$ cat src/rtl/id_stage_hazard.sv
// ID stage: decode, 32x32 register file, sign-extend, load-use stall, ID/EX register.
// Optional WB_BYPASS_EN: same-cycle WB write is visible to the ID register read.
module id_stage_hazard #(
    parameter int NUM_REGS = 32,
    parameter int DATA_W   = 32
) (
    input  logic              clock,
    input  logic              reset,
    input  logic [DATA_W-1:0] PC_plus_four_in,
    input  logic [31:0]       instruction_in,
    input  logic              valid_in,
    input  logic              RegWrite_wb,
    input  logic [4:0]        write_reg_wb,
    input  logic [DATA_W-1:0] write_data_wb,
    output logic              stall,
    output logic [DATA_W-1:0] PC_plus_four_out,
    output logic [DATA_W-1:0] read_data_1,
    output logic [DATA_W-1:0] read_data_2,
    output logic [DATA_W-1:0] sign_ext_imm,
    output logic [4:0]        rs_out,
    output logic [4:0]        rt_out,
    output logic [4:0]        rd_out,
    output logic              RegWrite,
    output logic              MemtoReg,
    output logic              MemRead,
    output logic              MemWrite,
    output logic              Branch,
    output logic              ALUSrc,
    output logic              RegDst,
    output logic [1:0]        ALUOp,
    output logic              illegal_op
);

    typedef struct packed {
        logic       reg_write;
        logic       mem_to_reg;
        logic       mem_read;
        logic       mem_write;
        logic       branch;
        logic       alu_src;
        logic       reg_dst;
        logic [1:0] alu_op;
        logic       illegal;
    } ctrl_t;

    localparam logic [5:0] OP_RTYPE = 6'h00;
    localparam logic [5:0] OP_LW    = 6'h23;
    localparam logic [5:0] OP_SW    = 6'h2B;
    localparam logic [5:0] OP_BEQ   = 6'h04;
    localparam logic [5:0] OP_ADDI  = 6'h08;

    logic [DATA_W-1:0] regs_q [NUM_REGS];

    ctrl_t             ctrl_d, ctrl_q;
    logic [DATA_W-1:0] pc_q, rd1_d, rd1_q, rd2_d, rd2_q, imm_d, imm_q;
    logic [4:0]        rs_q, rt_q, rd_q;

    logic [5:0] opcode;
    logic [4:0] rs, rt, rd;
    logic       wb_en;

    assign opcode = instruction_in[31:26];
    assign rs     = instruction_in[25:21];
    assign rt     = instruction_in[20:16];
    assign rd     = instruction_in[15:11];
    assign imm_d  = {{(DATA_W-16){instruction_in[15]}}, instruction_in[15:0]};
    assign wb_en  = RegWrite_wb && (write_reg_wb != 5'd0);

    // Compares against the registered ID/EX load, so the bubble it inserts clears it next cycle.
    assign stall = !reset && valid_in && ctrl_q.mem_read && (rt_q != 5'd0) &&
                   ((rt_q == rs) || (rt_q == rt));

    always_comb begin
        rd1_d = (rs == 5'd0) ? '0 : regs_q[rs];
        rd2_d = (rt == 5'd0) ? '0 : regs_q[rt];
`ifdef WB_BYPASS_EN
        if (wb_en && (write_reg_wb == rs)) rd1_d = write_data_wb;
        if (wb_en && (write_reg_wb == rt)) rd2_d = write_data_wb;
`endif
    end

    always_comb begin
        ctrl_d = '0;
        unique case (opcode)
            OP_RTYPE: begin
                ctrl_d.reg_dst   = 1'b1;
                ctrl_d.reg_write = 1'b1;
                ctrl_d.alu_op    = 2'b10;
            end
            OP_LW: begin
                ctrl_d.alu_src    = 1'b1;
                ctrl_d.mem_to_reg = 1'b1;
                ctrl_d.reg_write  = 1'b1;
                ctrl_d.mem_read   = 1'b1;
            end
            OP_SW: begin
                ctrl_d.alu_src   = 1'b1;
                ctrl_d.mem_write = 1'b1;
            end
            OP_BEQ: begin
                ctrl_d.branch = 1'b1;
                ctrl_d.alu_op = 2'b01;
            end
            OP_ADDI: begin
                ctrl_d.alu_src   = 1'b1;
                ctrl_d.reg_write = 1'b1;
            end
            default: ctrl_d.illegal = 1'b1;
        endcase
        if (!valid_in || stall) ctrl_d = '0;
    end

    always_ff @(posedge clock) begin
        if (reset) begin
            for (int i = 0; i < NUM_REGS; i++) regs_q[i] <= '0;
        end else if (wb_en) begin
            regs_q[write_reg_wb] <= write_data_wb;
        end
    end

    always_ff @(posedge clock) begin
        if (reset) begin
            ctrl_q <= '0;
            pc_q   <= '0;
            rd1_q  <= '0;
            rd2_q  <= '0;
            imm_q  <= '0;
            rs_q   <= '0;
            rt_q   <= '0;
            rd_q   <= '0;
        end else begin
            ctrl_q <= ctrl_d;
            pc_q   <= PC_plus_four_in;
            rd1_q  <= rd1_d;
            rd2_q  <= rd2_d;
            imm_q  <= imm_d;
            rs_q   <= rs;
            rt_q   <= rt;
            rd_q   <= rd;
        end
    end

    assign PC_plus_four_out = pc_q;
    assign read_data_1      = rd1_q;
    assign read_data_2      = rd2_q;
    assign sign_ext_imm     = imm_q;
    assign rs_out           = rs_q;
    assign rt_out           = rt_q;
    assign rd_out           = rd_q;
    assign RegWrite         = ctrl_q.reg_write;
    assign MemtoReg         = ctrl_q.mem_to_reg;
    assign MemRead          = ctrl_q.mem_read;
    assign MemWrite         = ctrl_q.mem_write;
    assign Branch           = ctrl_q.branch;
    assign ALUSrc           = ctrl_q.alu_src;
    assign RegDst           = ctrl_q.reg_dst;
    assign ALUOp            = ctrl_q.alu_op;
    assign illegal_op       = ctrl_q.illegal;

endmodule

$ cat config.mk
export PLATFORM = sky130hd
export DESIGN_NAME = id_stage_hazard
export DESIGN_NICKNAME = d
export VERILOG_FILES = /design/src/rtl/id_stage_hazard.sv
export SDC_FILE = /design/constraint.sdc
export NUM_CORES = 2
export LEC_CHECK = 0
export CAP_MARGIN = 40
export CORE_AREA = 2 2 401 403
export DETAILED_ROUTE_END_ITERATION = 8
export DIE_AREA = 0 0 403 405
export SLEW_MARGIN = 0
export SYNTH_ARGS = -nofsm -noshare
export SYNTH_HDL_FRONTEND = slang
export SYNTH_SLANG_ARGS = --single-unit
export TNS_END_PERCENT = 50
$ cat constraint.sdc
create_clock -name clock -period 6.47 [get_ports clock]
set_clock_uncertainty 0.2 [all_clocks]
set_input_delay 1.294 -clock clock [delete_from_list [all_inputs] [get_ports clock]]
set_output_delay 1.294 -clock clock [all_outputs]
set_load 0.005 [all_outputs]
# Word level (Yosys, flattened, before mapping)
# Memory sizes are Yosys's and may differ from the RTL's. A register that Yosys moved wholly into a read port is not among the register bits.
# Index checks and enable logic that the tools add are counted.
# word_totals
out_inout_bits	154
n_memories	1
elab_cells	58
input_bits	105
regBits	73
ramBits	1024
# op_classes
eq_ne	6
mux	16
n_reduce_logical	21
# mem_list
name	depth	width	read_ports	rd_ports_with_merged_regs	wr	line	text
regs_q	32	32	2	2	32	52	logic [DATA_W-1:0] regs_q [NUM_REGS];
# ops
operator	n
two-way mux 32 bit	1
OR reduction 32 bit	1
equality test 6 bit, second input constant	2
two-way mux 1 bit	12
equality test 5 bit	2
logical NOT 5 bit	2
nonzero test 5 bit	2
equality test 6 x 3 -> 1 bit, second input constant	1
equality test 6 x 4 -> 1 bit, second input constant	1
logical NOT 6 bit	1
OR reduction 2 bit	3
OR reduction 3 bit	2
logical AND 1 bit	5
two-way mux 5 bit	1
OR reduction 5 bit	1
one-hot mux 2 bit (2 select lines)	1
logical NOT 1 bit	2
logical OR 1 bit	2
two-way mux 2 bit	1

# Depth between registers and ports, before layout
# logic_depth
word_depth	7
mapped_depth	9
mapped_depth_nobuf	5

# Worst setup path after synthesis
# Ideal clock, no wire load.
# synth_path
path_kind	input -> output
startpoint	input port instruction_in[21]
endpoint	output port stall
cell_stages	6
slack_ns	2.667
required_ns	4.976
t_arrival_ns	2.309
n_path_buf	2
cell_sequence	buf_2 buf_4 xnor2_1 nand3_1 o22ai_1 and4bb_2
# synth_via
elab_chain_cells	3
# synth_lines
item	line	text
from (decl)	10	input logic [31:0] instruction_in,
equality test 5 bit	71	((rt_q == rs) || (rt_q == rt));
logical OR 1 bit	71	
logical AND 1 bit	70	assign stall = !reset && valid_in && ctrl_q.mem_read && (rt_q != 5'd0) &&
to (decl)	15	output logic stall,
# No other way between the ends.

# Final worst setup path
# layout_path
startpoint	input port instruction_in[25]
endpoint	output port stall
# Same word-level chain as after synthesis.

==> flow_summary.ini <==
[outcome]
status = complete, no violations

[floorplanning]
io_pins = 259
die_h_um = 405
rows = 147
die_x_um = 403
die-area_mm2 = 0.1632
core-area_mm2 = 0.1593
start_util_pct = 36.64

[global_route]
grt_pass1_wl_um = 279200
antenna_found_initial = 32
grt_overflow = 0
grt_max_degree = 118
grt_usage_pct = 24.23
grt_pass1_vias = 35850

[setup_path]
cp_slowest_cell = clkdlybuf4s50_1
cp_max_fo = 6
path_class = input pin to primary output
required_ns = 4.98
critPathLaunchType = input pin
ff2ff_setup_slack_ns = 4.15
cp.arrival_ns = 3.34
crit_top_cell = clkdlybuf4s50_1
critical_path.cell_chain = clkdlybuf4s50_1 > xnor2_1 > nand3_1 > o22ai_1 > and4bb_2 > clkdlybuf4s50_1
critical-path-max-stage-delay_ns = 0.61
endpoint_kind = primary output

[synth]
synth_top_cell_by_area = edfxtp_1
postSynthAreaPerCell_um2 = 15.10
ys.flop_type = edfxtp_1
yosysTopAreaCellShare_pct = 52.69
synth.area.top_cells = edfxtp_1, mux4_2, and2_1
syn_area_mm2 = 0.05836
syn_inst = 3865
ys_types = 50
seq_area_frac_synth_pct = 57.15
async_flop_share_pct = 0
ys_ff_latch = 1154
yosysWarnings = 0
synth_edf_count = 1024

[clock_network]
post_cts_resized = 0
cts_buffers = 120
clk_path_buf_depth = 3
hold_buffers = 0
clock_latency_ns = 0.78
clockRootBuffer = clkbuf_16
clkTransAtPathRegs_ns = 0.06
post_cts_buffers = 0
cts_tree = done
cts_max_level = 3
clock_sinks = 1154

[sta]
fmax_mhz = 206.9
period_minus_slack_ns = 4.832
hold_ws_ns = 0.5330
fin_setup_tns_ns = 0
rsz0062_at_grt = false
min_period_over_period_pct = 74.69
hold_violations = 0
slew_headroom_pct = 33.65
setup_slack_ns = 1.638
finalSetupViolations = 0
tightest_slew_ns = 0.9952
final_max_slew_viol_count = 0

[cells_and_area]
regArea_mm2 = 0.03335
area_delta_synth_final_pct = 15.48
drive_above_1_share_pct = 22.34
final_cell_mix = edfxtp_1, and2_1, mux4_2
multi_input_area_mm2 = 0.02325
fin_nets = 4137
nFillCells = 14220
final_common_cell = edfxtp_1

[power]
powerDensity_mw_per_mm2 = 266.6
cellLeakagePower_uw = 0.02365
p_total_uw = 17970
ir_worst_vdd_uv = 230.4

[route]
drt.antenna.violating_nets = 0
routed_wl_um = 199900
drt-initial-drc-count = 5043
via_per_inst = 5.843
firstDrtPassIters = 6
wl_per_cell_um = 32.11
num_vias = 36380
drcViolationCount = 0

[placed_design]
gp_congestion = 0.8616
pre_cts_ws_ns = 1.616
place.detailed.hpwl_um = 127700
port_buffers = 258

[flow_run]
drv_cap = 0

[worst_hold_path]
min_path_type = flop to flop
==> where the power goes <==
part / switching (µW) / internal [µW]
logic: 1190 / 947
clock network: 3070 / 3950
registers: 277 / 8530
==> worst paths after layout <==
kind | start | endpoint | cells past startpoint
setup / recovery | instruction_in[25] | stall | 6
hold / removal | MemtoReg$_SDFF_PP0_ | RegWrite$_SDFF_PP0_ | 2
setup reg to reg | regs_q[7][12]$_SDFFCE_PN0P_ | read_data_1[12]$_SDFF_PP0_ | 4
hold reg to reg | MemtoReg$_SDFF_PP0_ | RegWrite$_SDFF_PP0_ | 2
==> critical path: cells and delay by family <==
kind / cells / cell delay [ns]
buffers and inverters: 2 / 1.14
xor gates and xnor gates: 1 / 0.16
AOI/OAI and AO/OA: 1 / 0.31
and+or+nand+nor: 2 / 0.43
==> stage by stage <==
| step | area [µm²] | cells | util, % |
|---|---|---|---|
| 3_5_place_dp | 63470 | 5995 | 39.85 |
| 3_3_place_gp | 62890 | 5965 | 39.48 |
| 4_1_cts | 67380 | 6221 | 42.30 |
| 2_1_floorplan | 58480 | 3896 | - |
| 6_report | 67400 | 6227 | 42.31 |
| 5_1_grt | 67390 | 6222 | 42.31 |
==> state kept, by name (all words and copies together) (netlist names) <==
signal	flops
PC_plus_four_out	32
read_data_2	32
RegWrite	1
rt_out	5
ALUOp	2
regs_q	1024
MemtoReg	1
rs_out	5
sign_ext_imm	11
illegal_op	1
ALUSrc	1
MemWrite	1
rd_out	5
RegDst	1
read_data_1	32
==> layer usage <==
layer	vias to the layer above	track usage, %	wire (µm)
li1	14960	-	-
met1	19010	34.55	82750
met5	-	0	80
met4	12	6.663	5739
met2	2088	37.09	90020
met3	307	5.613	21360
==> final cells by class <==
class / instances / share of cell area (%)
well taps: 2086 / 3.872
flip-flops and latches: 1154 / 49.48
diodes: 5 / 0.01856
clock inverters: 59 / 0.7927
clock buffers: 167 / 5.007
multi-input cells: 2326 / 34.49
repair buffers: 427 / 6.316
inverters: 3 / 0.01671
==> logic make-up after synthesis <==
| group | count (synthesis) | synth area share, % |
|---|---|---|
| simple gates | 1263 | 13.16 |
| xor+xnor | 10 | 0.1501 |
| flops | 1154 | 57.15 |
| buf+inv | 416 | 3.565 |
| mux | 770 | 22.48 |
| compound gates | 251 | 3.497 |
| other cells | 1 | 0.006425 |
==> synthesized netlist by cell type, types with 11 or more instances <==
cell / count
edfxtp_1: 1024
and2_1: 994
mux4_2: 428
mux2i_1: 296
clkbuf_1: 242
dfxtp_1: 130
nor2b_1: 74
buf_4: 72
buf_2: 69
a22oi_1: 55
nor2_1: 51
mux2_2: 46
o22ai_1: 43
or2_2: 32
o221ai_1: 31
nand2_1: 29
nand3_1: 28
o22a_1: 23
a2111oi_2: 22
a21oi_1: 19
buf_6: 17
o211a_1: 14
nor3_1: 13
or3_1: 13
o21ai_0: 11
Note: power is estimated with default switching activity, not from simulation.
